<file path="src/rtl/store_buffer_unit.sv">
// rtl/store_buffer_unit.sv - queued, lane-aligning store path onto an AHB-Lite write port
//
// Lane-aligns byte/half/word/dword stores into XLEN-wide beats with byte
// strobes, buffers them in a DEPTH-entry FIFO and issues pipelined AHB-Lite
// NONSEQ write transfers from the head of the queue.
//
// Build option: STORE_MISALIGN_TRAP_EN
//   defined   - misaligned stores are rejected and flagged on misaligned_out
//   undefined - misaligned_out is 0; the lane offset is forced down to the
//               nearest multiple of the access size and the store is queued
//
// Ports:
//   clk_in, rst_in       clock, asynchronous active-high reset
//   funct3_in[1:0]       store size (00 B, 01 H, 10 W, 11 D); bit 2 ignored
//   iadder_in            effective store address
//   rs2_in               store data, right-justified
//   mem_wr_req_in        store request from execute
//   ahb_ready_in         HREADY
//   full_out             queue full, execute must stall
//   empty_out            queue empty and bus idle (FENCE)
//   misaligned_out       current request rejected as misaligned
//   ahb_haddr_out        HADDR, beat aligned
//   ahb_hwdata_out       HWDATA
//   wr_mask_out          byte-lane strobe of the current data phase
//   ahb_hsize_out        HSIZE
//   ahb_hwrite_out       HWRITE
//   ahb_htrans_out       HTRANS (00 IDLE, 10 NONSEQ)

module store_buffer_unit #(
    parameter int XLEN  = 32,
    parameter int DEPTH = 4
) (
    input  logic              clk_in,
    input  logic              rst_in,
    input  logic [2:0]        funct3_in,
    input  logic [XLEN-1:0]   iadder_in,
    input  logic [XLEN-1:0]   rs2_in,
    input  logic              mem_wr_req_in,
    input  logic              ahb_ready_in,
    output logic              full_out,
    output logic              empty_out,
    output logic              misaligned_out,
    output logic [XLEN-1:0]   ahb_haddr_out,
    output logic [XLEN-1:0]   ahb_hwdata_out,
    output logic [XLEN/8-1:0] wr_mask_out,
    output logic [2:0]        ahb_hsize_out,
    output logic              ahb_hwrite_out,
    output logic [1:0]        ahb_htrans_out
);

    localparam int LANES = XLEN / 8;
    localparam int OFFW  = $clog2(LANES);
    localparam int PW    = $clog2(DEPTH);
    localparam int CW    = $clog2(DEPTH + 1);

    localparam logic [1:0] HTRANS_IDLE   = 2'b00;
    localparam logic [1:0] HTRANS_NONSEQ = 2'b10;

    typedef enum logic [1:0] {
        S_IDLE = 2'd0,
        S_ADDR = 2'd1,
        S_DATA = 2'd2
    } state_t;

    // ------------------------------------------------------------------
    // Request decode and lane alignment
    // ------------------------------------------------------------------
    logic [1:0]       w_size;
    logic [3:0]       w_nbytes;
    logic [OFFW-1:0]  w_off_raw;
    logic [OFFW-1:0]  w_off_mask;
    logic [OFFW-1:0]  w_off;
    logic [LANES-1:0] w_strb_base;
    logic [LANES-1:0] w_strb;
    logic [XLEN-1:0]  w_dmask;
    logic [XLEN-1:0]  w_data;
    logic [XLEN-1:0]  w_addr;
    logic             w_accept_ok;
    logic             w_unused;

    assign w_unused = funct3_in[2];

    always_comb begin
        w_size = funct3_in[1:0];
        // A 32-bit build has no doubleword lane pattern; fall back to word.
        if (XLEN == 32 && w_size == 2'b11) begin
            w_size = 2'b10;
        end
    end

    assign w_nbytes   = 4'd1 << w_size;
    assign w_off_raw  = iadder_in[OFFW-1:0];
    assign w_off_mask = OFFW'(w_nbytes - 4'd1);

`ifdef STORE_MISALIGN_TRAP_EN
    logic w_aligned;
    assign w_aligned      = (w_off_raw & w_off_mask) == '0;
    assign w_off          = w_off_raw;
    assign w_accept_ok    = w_aligned;
    assign misaligned_out = mem_wr_req_in && !w_aligned;
`else
    // Legacy behaviour: round the offset down to the access size.
    assign w_off          = w_off_raw & ~w_off_mask;
    assign w_accept_ok    = 1'b1;
    assign misaligned_out = 1'b0;
`endif

    always_comb begin
        w_strb_base = '0;
        w_dmask     = '0;
        for (int i = 0; i < LANES; i++) begin
            w_strb_base[i]    = (i < int'(w_nbytes));
            w_dmask[8*i +: 8] = {8{w_strb_base[i]}};
        end
    end

    assign w_strb = w_strb_base << w_off;
    assign w_data = (rs2_in & w_dmask) << {w_off, 3'b000};
    assign w_addr = {iadder_in[XLEN-1:OFFW], {OFFW{1'b0}}};

    // ------------------------------------------------------------------
    // Queue bookkeeping
    // ------------------------------------------------------------------
    state_t           r_state;
    logic [PW-1:0]    r_wptr;
    logic [PW-1:0]    r_aptr;
    logic [PW-1:0]    r_dptr;
    logic [CW-1:0]    r_count;
    logic [1:0]       r_htrans;
    logic [XLEN-1:0]  r_haddr;
    logic [XLEN-1:0]  r_hwdata;
    logic [LANES-1:0] r_mask;
    logic [2:0]       r_hsize;

    logic [XLEN-1:0]  r_q_addr [DEPTH];
    logic [XLEN-1:0]  r_q_data [DEPTH];
    logic [LANES-1:0] r_q_strb [DEPTH];
    logic [1:0]       r_q_size [DEPTH];

    logic             w_retire;
    logic             w_enq;
    logic [CW-1:0]    w_count_nxt;
    logic [PW-1:0]    w_a1;
    logic [XLEN-1:0]  w_a0_addr;
    logic [1:0]       w_a0_size;
    logic [XLEN-1:0]  w_a1_addr;
    logic [1:0]       w_a1_size;

    assign w_retire    = (r_state == S_DATA) && ahb_ready_in;
    // A full queue still accepts when the head retires on the same edge.
    assign w_enq       = mem_wr_req_in && w_accept_ok &&
                         ((r_count != CW'(DEPTH)) || w_retire);
    assign w_count_nxt = r_count + CW'(w_enq) - CW'(w_retire);
    assign w_a1        = r_aptr + PW'(1);

    // Address-phase lookups forward the entry being written this edge so a
    // store reaches the bus one cycle after it is accepted.
    always_comb begin
        w_a0_addr = r_q_addr[r_aptr];
        w_a0_size = r_q_size[r_aptr];
        w_a1_addr = r_q_addr[w_a1];
        w_a1_size = r_q_size[w_a1];
        if (w_enq && (r_wptr == r_aptr)) begin
            w_a0_addr = w_addr;
            w_a0_size = w_size;
        end
        if (w_enq && (r_wptr == w_a1)) begin
            w_a1_addr = w_addr;
            w_a1_size = w_size;
        end
    end

    // Entry storage needs no reset: validity is carried by the pointers.
    always_ff @(posedge clk_in) begin
        if (w_enq) begin
            r_q_addr[r_wptr] <= w_addr;
            r_q_data[r_wptr] <= w_data;
            r_q_strb[r_wptr] <= w_strb;
            r_q_size[r_wptr] <= w_size;
        end
    end

    // ------------------------------------------------------------------
    // Bus FSM with registered AHB outputs
    // ------------------------------------------------------------------
    always_ff @(posedge clk_in or posedge rst_in) begin
        if (rst_in) begin
            r_state  <= S_IDLE;
            r_wptr   <= '0;
            r_aptr   <= '0;
            r_dptr   <= '0;
            r_count  <= '0;
            r_htrans <= HTRANS_IDLE;
            r_haddr  <= '0;
            r_hwdata <= '0;
            r_mask   <= '0;
            r_hsize  <= '0;
        end else begin
            r_wptr  <= r_wptr + PW'(w_enq);
            r_count <= w_count_nxt;

            case (r_state)
                S_IDLE: begin
                    if (w_count_nxt != '0) begin
                        r_state  <= S_ADDR;
                        r_htrans <= HTRANS_NONSEQ;
                        r_haddr  <= w_a0_addr;
                        r_hsize  <= {1'b0, w_a0_size};
                    end
                end

                S_ADDR: begin
                    if (ahb_ready_in) begin
                        r_state  <= S_DATA;
                        r_aptr   <= w_a1;
                        r_hwdata <= r_q_data[r_aptr];
                        r_mask   <= r_q_strb[r_aptr];
                        // Anything beyond the entry now in data phase is
                        // presented as an overlapped address phase.
                        if (w_count_nxt > CW'(1)) begin
                            r_htrans <= HTRANS_NONSEQ;
                            r_haddr  <= w_a1_addr;
                            r_hsize  <= {1'b0, w_a1_size};
                        end else begin
                            r_htrans <= HTRANS_IDLE;
                        end
                    end
                end

                S_DATA: begin
                    if (ahb_ready_in) begin
                        r_dptr <= r_dptr + PW'(1);
                        if (r_htrans == HTRANS_NONSEQ) begin
                            // Overlapped entry moves into its data phase.
                            r_aptr   <= w_a1;
                            r_hwdata <= r_q_data[r_aptr];
                            r_mask   <= r_q_strb[r_aptr];
                            if (w_count_nxt > CW'(1)) begin
                                r_htrans <= HTRANS_NONSEQ;
                                r_haddr  <= w_a1_addr;
                                r_hsize  <= {1'b0, w_a1_size};
                            end else begin
                                r_htrans <= HTRANS_IDLE;
                            end
                        end else begin
                            r_mask <= '0;
                            // Entries that arrived during the wait were not
                            // overlapped; start a fresh address phase.
                            if (w_count_nxt != '0) begin
                                r_state  <= S_ADDR;
                                r_htrans <= HTRANS_NONSEQ;
                                r_haddr  <= w_a0_addr;
                                r_hsize  <= {1'b0, w_a0_size};
                            end else begin
                                r_state  <= S_IDLE;
                                r_htrans <= HTRANS_IDLE;
                            end
                        end
                    end
                end

                default: begin
                    r_state  <= S_IDLE;
                    r_htrans <= HTRANS_IDLE;
                    r_mask   <= '0;
                end
            endcase
        end
    end

    assign full_out       = (r_count == CW'(DEPTH));
    assign empty_out      = (r_count == '0) && (r_state == S_IDLE);
    assign ahb_htrans_out = r_htrans;
    assign ahb_hwrite_out = (r_htrans == HTRANS_NONSEQ);
    assign ahb_haddr_out  = r_haddr;
    assign ahb_hwdata_out = r_hwdata;
    assign wr_mask_out    = r_mask;
    assign ahb_hsize_out  = r_hsize;

endmodule

</file>
<file path="config.mk">
export PLATFORM = sky130hd
export DESIGN_NAME = store_buffer_unit
export DESIGN_NICKNAME = d
export VERILOG_FILES = /design/src/rtl/store_buffer_unit.sv
export SDC_FILE = /design/constraint.sdc
export NUM_CORES = 1
export LEC_CHECK = 0
export BUFFER_PORTS_ARGS = -buffer_cell sky130_fd_sc_hd__buf_2
export CELL_PAD_IN_SITES_DETAIL_PLACEMENT = 0
export CELL_PAD_IN_SITES_GLOBAL_PLACEMENT = 1
export CORE_MARGIN = 2
export CORE_UTILIZATION = 40
export CTS_CLUSTER_SIZE = 8
export DETAILED_ROUTE_END_ITERATION = 10
export MAX_ROUTING_LAYER = met4
export PLACE_DENSITY = 0.67
export SYNTH_ARGS = -nofsm -noshare
export SYNTH_HDL_FRONTEND = slang
export SYNTH_SLANG_ARGS = --single-unit
</file>
<file path="constraint.sdc">
create_clock -name clk_in -period 8.2 [get_ports clk_in]
set_input_delay 0.82 -clock clk_in [delete_from_list [all_inputs] [get_ports clk_in]]
set_output_delay 0.82 -clock clk_in [all_outputs]
set_load 0.01 [all_outputs]
</file>
==> results of run 1 <==
-- state kept, by name, summed over array words and instances, names as in the netlist, 3 cells and up --
register and count:
wr_mask_out 4, ahb_hsize_out 3, r_q_strb 16, r_count 3, r_q_data 128, ahb_haddr_out 32
r_q_size 8, r_q_addr 120, ahb_hwdata_out 32
-- where the power goes --
| group | internal [mW] | switching (mW) | leakage [nW] |
|---|---|---|---|
| clock network | 1.14 | 0.744 | 0.684 |
| logic | 1.31 | 1.56 | 2.50 |
| registers | 2.46 | 0.278 | 3.51 |
| total | 4.91 | 2.58 | 6.69 |
-- cell usage in the layout, fill, tap and decap left out, types with 20 or more instances in the layout --
master	netlist	layout
nand2_1	91	91
mux4_2	100	100
edfxtp_1	272	272
clkbuf_1	30	38
mux2_2	38	38
inv_1	30	29
a21oi_1	35	35
buf_2	17	144
dfrtp_1	81	79
o21ai_0	42	41
clkbuf_16	0	50
nor2_1	21	20
-- kinds of logic after synthesis --
kind of cell               after synthesis  share of synthesized area, %
DFF                                    353                         64.93
and+or+nand+nor                        173                         5.164
AOI/OAI and AO/OA                      169                         7.730
muxes                                  151                         18.26
buffers and inverters                   94                         2.861
adders and majority gates                7                        0.6056
xor gates and xnor gates                 6                        0.4303
other                                    1                       0.02388
-- area by class of cell --
class | count | area (µm²)
flip-flops and latches | 353 | 10200
repair buffers | 160 | 840.8
multi-input cells | 508 | 5091
well taps | 518 | 648.1
fillers | 3390 | 20380
clock inverters | 4 | 62.56
inverters | 30 | 115.1
clock buffers | 88 | 1394
diodes | 1 | 2.502
-- per-layer routing --
metal	global-route usage, %	wire [µm]	up-vias
met4	4.901	597	0
met1	24.29	15770	4726
li1	-	-	4108
met2	30.76	18410	302
met3	3.870	2307	60
met5	-	0	-
-- stage by stage --
| stage | power (mW) | util (%) | hold WS (ns) | area (µm²) |
|---|---|---|---|---|
| 5_1_grt | 7.961 | 47.39 | 0.3382 | 18360 |
| 2_1_floorplan | 4.869 | - | 0.4962 | 15710 |
| 3_5_place_dp | 5.693 | 43.62 | 0.4692 | 16900 |
| 6_report | 7.494 | 47.39 | 0.3083 | 18360 |
| 3_3_place_gp | 5.634 | 43.62 | 0.4663 | 16900 |
| 4_1_cts | 7.613 | 47.38 | 0.3123 | 18350 |
-- worst max path at each step --
stage               depth (start not counted)  slack (ns)           endpoint         start
floorplan                                   4        1.32     r_q_addr[1][0]  ahb_ready_in
global placement                           10        3.99  ahb_haddr_out[12]  ahb_ready_in
detailed placement                         10        3.98   ahb_haddr_out[9]  ahb_ready_in
CTS                                        11        4.04  ahb_haddr_out[16]    r_state[0]
global route                               11        3.79  ahb_haddr_out[19]    r_state[0]
finish                                     11        4.10  ahb_haddr_out[16]    r_state[0]
==> impl_metrics.csv, run 1 <==
group,metric,value,unit
floorplanning,die_h,202.1,µm
synthesis,synth_most_common_cell,"edfxtp_1",
synthesis,synth_top_area_share,52.02,%
synthesis,ys_types,61,
route,wl_per_cell,22.31,µm
floorplanning,num_rows,72,
synthesis,ys.flop_type,"edfxtp_1",
critical_path,critPathLaunchType,"register",
cells_and_area,area_growth,16.91,%
clock_tree,cts.sinks,353,
critical_path,max_stage_delay,0.98,ns
synthesis,ys_seq_area_share,64.93,%
route,routed_wl,37.08,mm
clock_tree,clockBufferDepth,3,
synthesis,syn_inst,954,
placed_design,place.gp.congestion,0.7846,
sta,tightest_slew,1.092,ns
grt,track_usage,18.87,%
critical_path,r2r-start,"r_state[0]",
sta,tns,0,ns
placed_design,io_buffers,144,
sta,rsz0062_at_grt,"false",
route,via_per_inst,5.533,
sta,hold_violations,0,
synthesis,yosys_warnings,0,
power,vdd_drop_max,0.2409,mV
route,drc_errors,0,
critical_path,path_cells,"inv_1, ha_1, nand2_1, o21ai_0, ha_1, inv_1, fa_1, nand3_2, nand3b_1, a21oi_1, a221o_1",
synthesis,synth_area_leaders,"edfxtp_1, mux4_2, dfrtp_1",
synthesis,synth_seq_cells,353,
clock_tree,cts_buffers,50,
sta,max_slew_margin,27.03,%
placed_design,place_inst,1569,
sta,setup_ws,4.098,ns
sta,slew_violations,0,
power,p_leak,6.686,nW
placed_design,dp_hpwl,21.79,mm
clock_tree,cts_tree,"yes",
clock_tree,insertion_delay,0.57,ns
clock_tree,post_cts_buffers,0,
clock_tree,cts_resized,0,
critical_path,r2r_setup_slack,4.10,ns
critical_path,worst-path-buf-inv,2,
min_path,hp-class,"primary input to asynchronous set/reset pin",
grt,grt_max_degree,62,
synthesis,synth.largest_area_cell,"edfxtp_1",
clock_tree,clk_pin_slew,0.05,ns
critical_path,end_kind,"register",
sta,min_period,4.102,ns
cells_and_area,drive_above_1_share,33.51,%
grt,grt_pass1_wl,57.25,mm
route,dr.pass1.iters,5,
critical_path,path_delay_family,"simple AND/OR/NAND/NOR gates",
grt,grt_pass1_vias,9561,
route,drt_iter0_drc,627,
synthesis,synth_edf_count,272,
synthesis,syn_area,15700,µm²
clock_tree,ctsHtreeMaxLevel,2,
floorplanning,dieArea,40850,µm²
route,ant_nets,0,
cells_and_area,nets,1181,
critical_path,worstPathRequired,8.62,ns
synthesis,avgSynthCellArea,16.46,µm²
synthesis,synth_top_cells_by_count,"edfxtp_1, mux4_2, nand2_1",
sta,worst_clock_skew,0.03043,ns
power,power.density,408.3,nW/µm²
grt,antenna_found_initial,1,
clock_tree,clock-root-buffer,"clkbuf_16",
route,vias,9196,
grt,gr-total-overflow,0,
sta,period_share,50.03,%
run,drv_cap,0,
sta,setup_viol,0,
floorplanning,die_x,202.1,µm
critical_path,slowest_stage,"nand3b_1",
floorplanning,start_util,40.53,%
critical_path,rr_worst_depth,11,
placed_design,place_ws,3.978,ns
critical_path,path_class,"register to register",
floorplanning,core_area,38740,µm²
outcome,status,"completed",
critical_path,crit_fanout,18,
critical_path,arrival,4.52,ns
sta,max_freq,0.2438,GHz
cells_and_area,finalNonFillerCells,1662,
synthesis,synthArstFlopShare,22.95,%
critical_path,r2r_end,"ahb_haddr_out[16]",
clock_tree,cts_hold_buf,0,
floorplanning,ioPinCount,148,
(Power assumes the default switching activity.)
==> run 2, diff against run 1 <==
==> constraint.sdc (replaced) <==
create_clock -name clk_in -period 3.87 [get_ports clk_in]
set_input_delay 0.387 -clock clk_in [delete_from_list [all_inputs] [get_ports clk_in]]
set_output_delay 0.387 -clock clk_in [all_outputs]
set_load 0.01 [all_outputs]
==> run 2 against run 1 <==
Against the previous run: wire length rose by 0.67%; flip-flop and latch count did not move; hold slack got worse by 0.24 ns; largest cell class unchanged; highest routed layer unchanged.
==> impl_metrics.csv, run 2 (synthesized netlist as in run 1, its figures left out) <==
group,metric,value,unit
sta,max_slew_margin,38.57,%
outcome,status,"completed",
critical_path,max_stage_delay,0.40,ns
grt,track_usage,19.26,%
cells_and_area,layout_commonest_cell,"edfxtp_1",
floorplanning,die_h,202.1,µm
route,dr.pass1.iters,5,
critical_path,slowest_stage,"or3_1",
placed_design,place.gp.congestion,0.8015,
grt,grt_pass1_vias,9689,
power,fin_total_pwr,16.18,mW
grt,gr-total-overflow,0,
clock_tree,ctsHtreeMaxLevel,2,
run,drv_cap,0,
cells_and_area,area_growth,18.31,%
grt,antenna_found_initial,3,
floorplanning,dieArea,40850,µm²
sta,tns,0,ns
critical_path,critPathLaunchType,"register",
power,power.density,870.8,nW/µm²
clock_tree,clk_pin_slew,0.06,ns
critical_path,crit_fanout,13,
cells_and_area,nets,1196,
clock_tree,cts_tree,"yes",
route,drt_iter0_drc,810,
placed_design,dp_hpwl,22.61,mm
critical_path,path_class,"register to register",
power,vdd_drop_max,0.4413,mV
cells_and_area,drive_above_1_share,34.14,%
floorplanning,start_util,40.53,%
sta,hold_violations,0,
grt,grt_pass1_wl,58.31,mm
critical_path,path_cells,"inv_1, ha_1, nand2_1, nand3_1, o21ai_0, ha_1, inv_1, fa_1, xnor3_2, and3_1, nor2_4, a2111oi_0, or3_1",
route,drc_errors,0,
cells_and_area,largest_register,"r_q_data",
critical_path,end_kind,"register",
floorplanning,die_x,202.1,µm
floorplanning,core_area,38740,µm²
clock_tree,clockBufferDepth,3,
critical_path,path_delay_family,"simple AND/OR/NAND/NOR gates",
clock_tree,insertion_delay,0.58,ns
cells_and_area,final_cell_mix,"edfxtp_1, buf_2, mux4_2",
sta,tightest_slew,0.9153,ns
sta,worst_clock_skew,0.03657,ns
route,routed_wl,37.33,mm
floorplanning,ioPinCount,148,
critical_path,worst-path-buf-inv,2,
route,via_per_inst,5.548,
clock_tree,cts_buffers,50,
sta,slew_violations,0,
sta,min_period,3.295,ns
sta,rsz0062_at_grt,"false",
route,ant_nets,0,
sta,max_freq,0.3035,GHz
floorplanning,num_rows,72,
route,wl_per_cell,22.21,µm
clock_tree,cts.sinks,353,
placed_design,io_buffers,144,
power,p_leak,6.795,nW
cells_and_area,top_regs,"r_q_data (128), r_q_addr (120)",
grt,grt_max_degree,45,
clock_tree,clock-root-buffer,"clkbuf_16",
route,vias,9327,
cells_and_area,largest_register_ffs,128,
min_path,hp-class,"primary input to register",
critical_path,worstPathRequired,4.29,ns
sta,period_share,85.14,%
sta,setup_viol,0,
critical_path,arrival,3.71,ns
==> run 2: cell types whose count changed in the layout (fill, tap and decap cells not counted), sizes merged <==
cell         delta
clkbuf          +2
inv             +1
diode           +2
dlygate4sd3     +1
buf            +14
clkinv          -1
==> run 2: final timing paths <==
| path | startpoint | end | slack [ns] | depth (start not counted) |
|---|---|---|---|---|
| min in group asynchronous | rst_in | ahb_haddr_out[1] | 0.46 | 3 |
| hold / removal | iadder_in[17] | r_q_addr[3][15] | 0.06 | 1 |
| max in group asynchronous | rst_in | ahb_hwdata_out[17] | 2.58 | 4 |
| setup / recovery | r_state[0] | ahb_haddr_out[2] | 0.58 | 13 |
| setup reg to reg | r_state[0] | ahb_haddr_out[2] | 0.58 | 13 |
| hold reg to reg | wr_mask_out[2] | wr_mask_out[2] | 0.49 | 2 |
==> run 2: timing repair <==
action / in CTS / in global routing
hold buffers: 1 / 0
gates resized for setup: 0 / 0
setup endpoints to repair: 0 / 0
buffers inserted: 0 / 0
endpoints found under the hold margin: 42 / 0
==> run 2: report_power, final <==
group          switching [mW]  total, mW  internal, mW
clock                    1.61       4.06          2.45
sequential              0.605       5.81          5.20
combinational            3.37       6.31          2.94
total                    5.58       16.2          10.6
==> run 2: per-stage QoR <==
stage / instances / setup slack, ns / hold WS, ns / area, µm² / util [%]
6_report: 1681 / 0.5752 / 0.06455 / 18580 / 47.96
4_1_cts: 1678 / 0.5609 / 0.03626 / 18570 / 47.94
3_3_place_gp: 1583 / 0.6386 / 0.4653 / 17080 / 44.09
5_1_grt: 1681 / 0.3383 / 0.04910 / 18580 / 47.96
3_5_place_dp: 1583 / 0.5920 / 0.4745 / 17080 / 44.09
2_1_floorplan: 955 / 0.1704 / 0.4859 / 15730 / -
==> run 2: cell type report <==
cell class	instances	area [µm²]
timing repair buffer	175	1018
inverter	30	115.1
fill	3379	20160
antenna	3	7.507
tap	518	648.1
multi-input combinational	508	5106
clock buffer	90	1401
sequential	353	10200
clock inverter	4	77.57
==> run 2: routing by layer <==
metal	global-route usage [%]	part of all wire [%]	up-vias
met1	25.18	43	4783
met4	6.074	2.3	0
met5	-	0	-
met2	30.65	48	341
met3	3.741	6.8	67
li1	-	-	4136
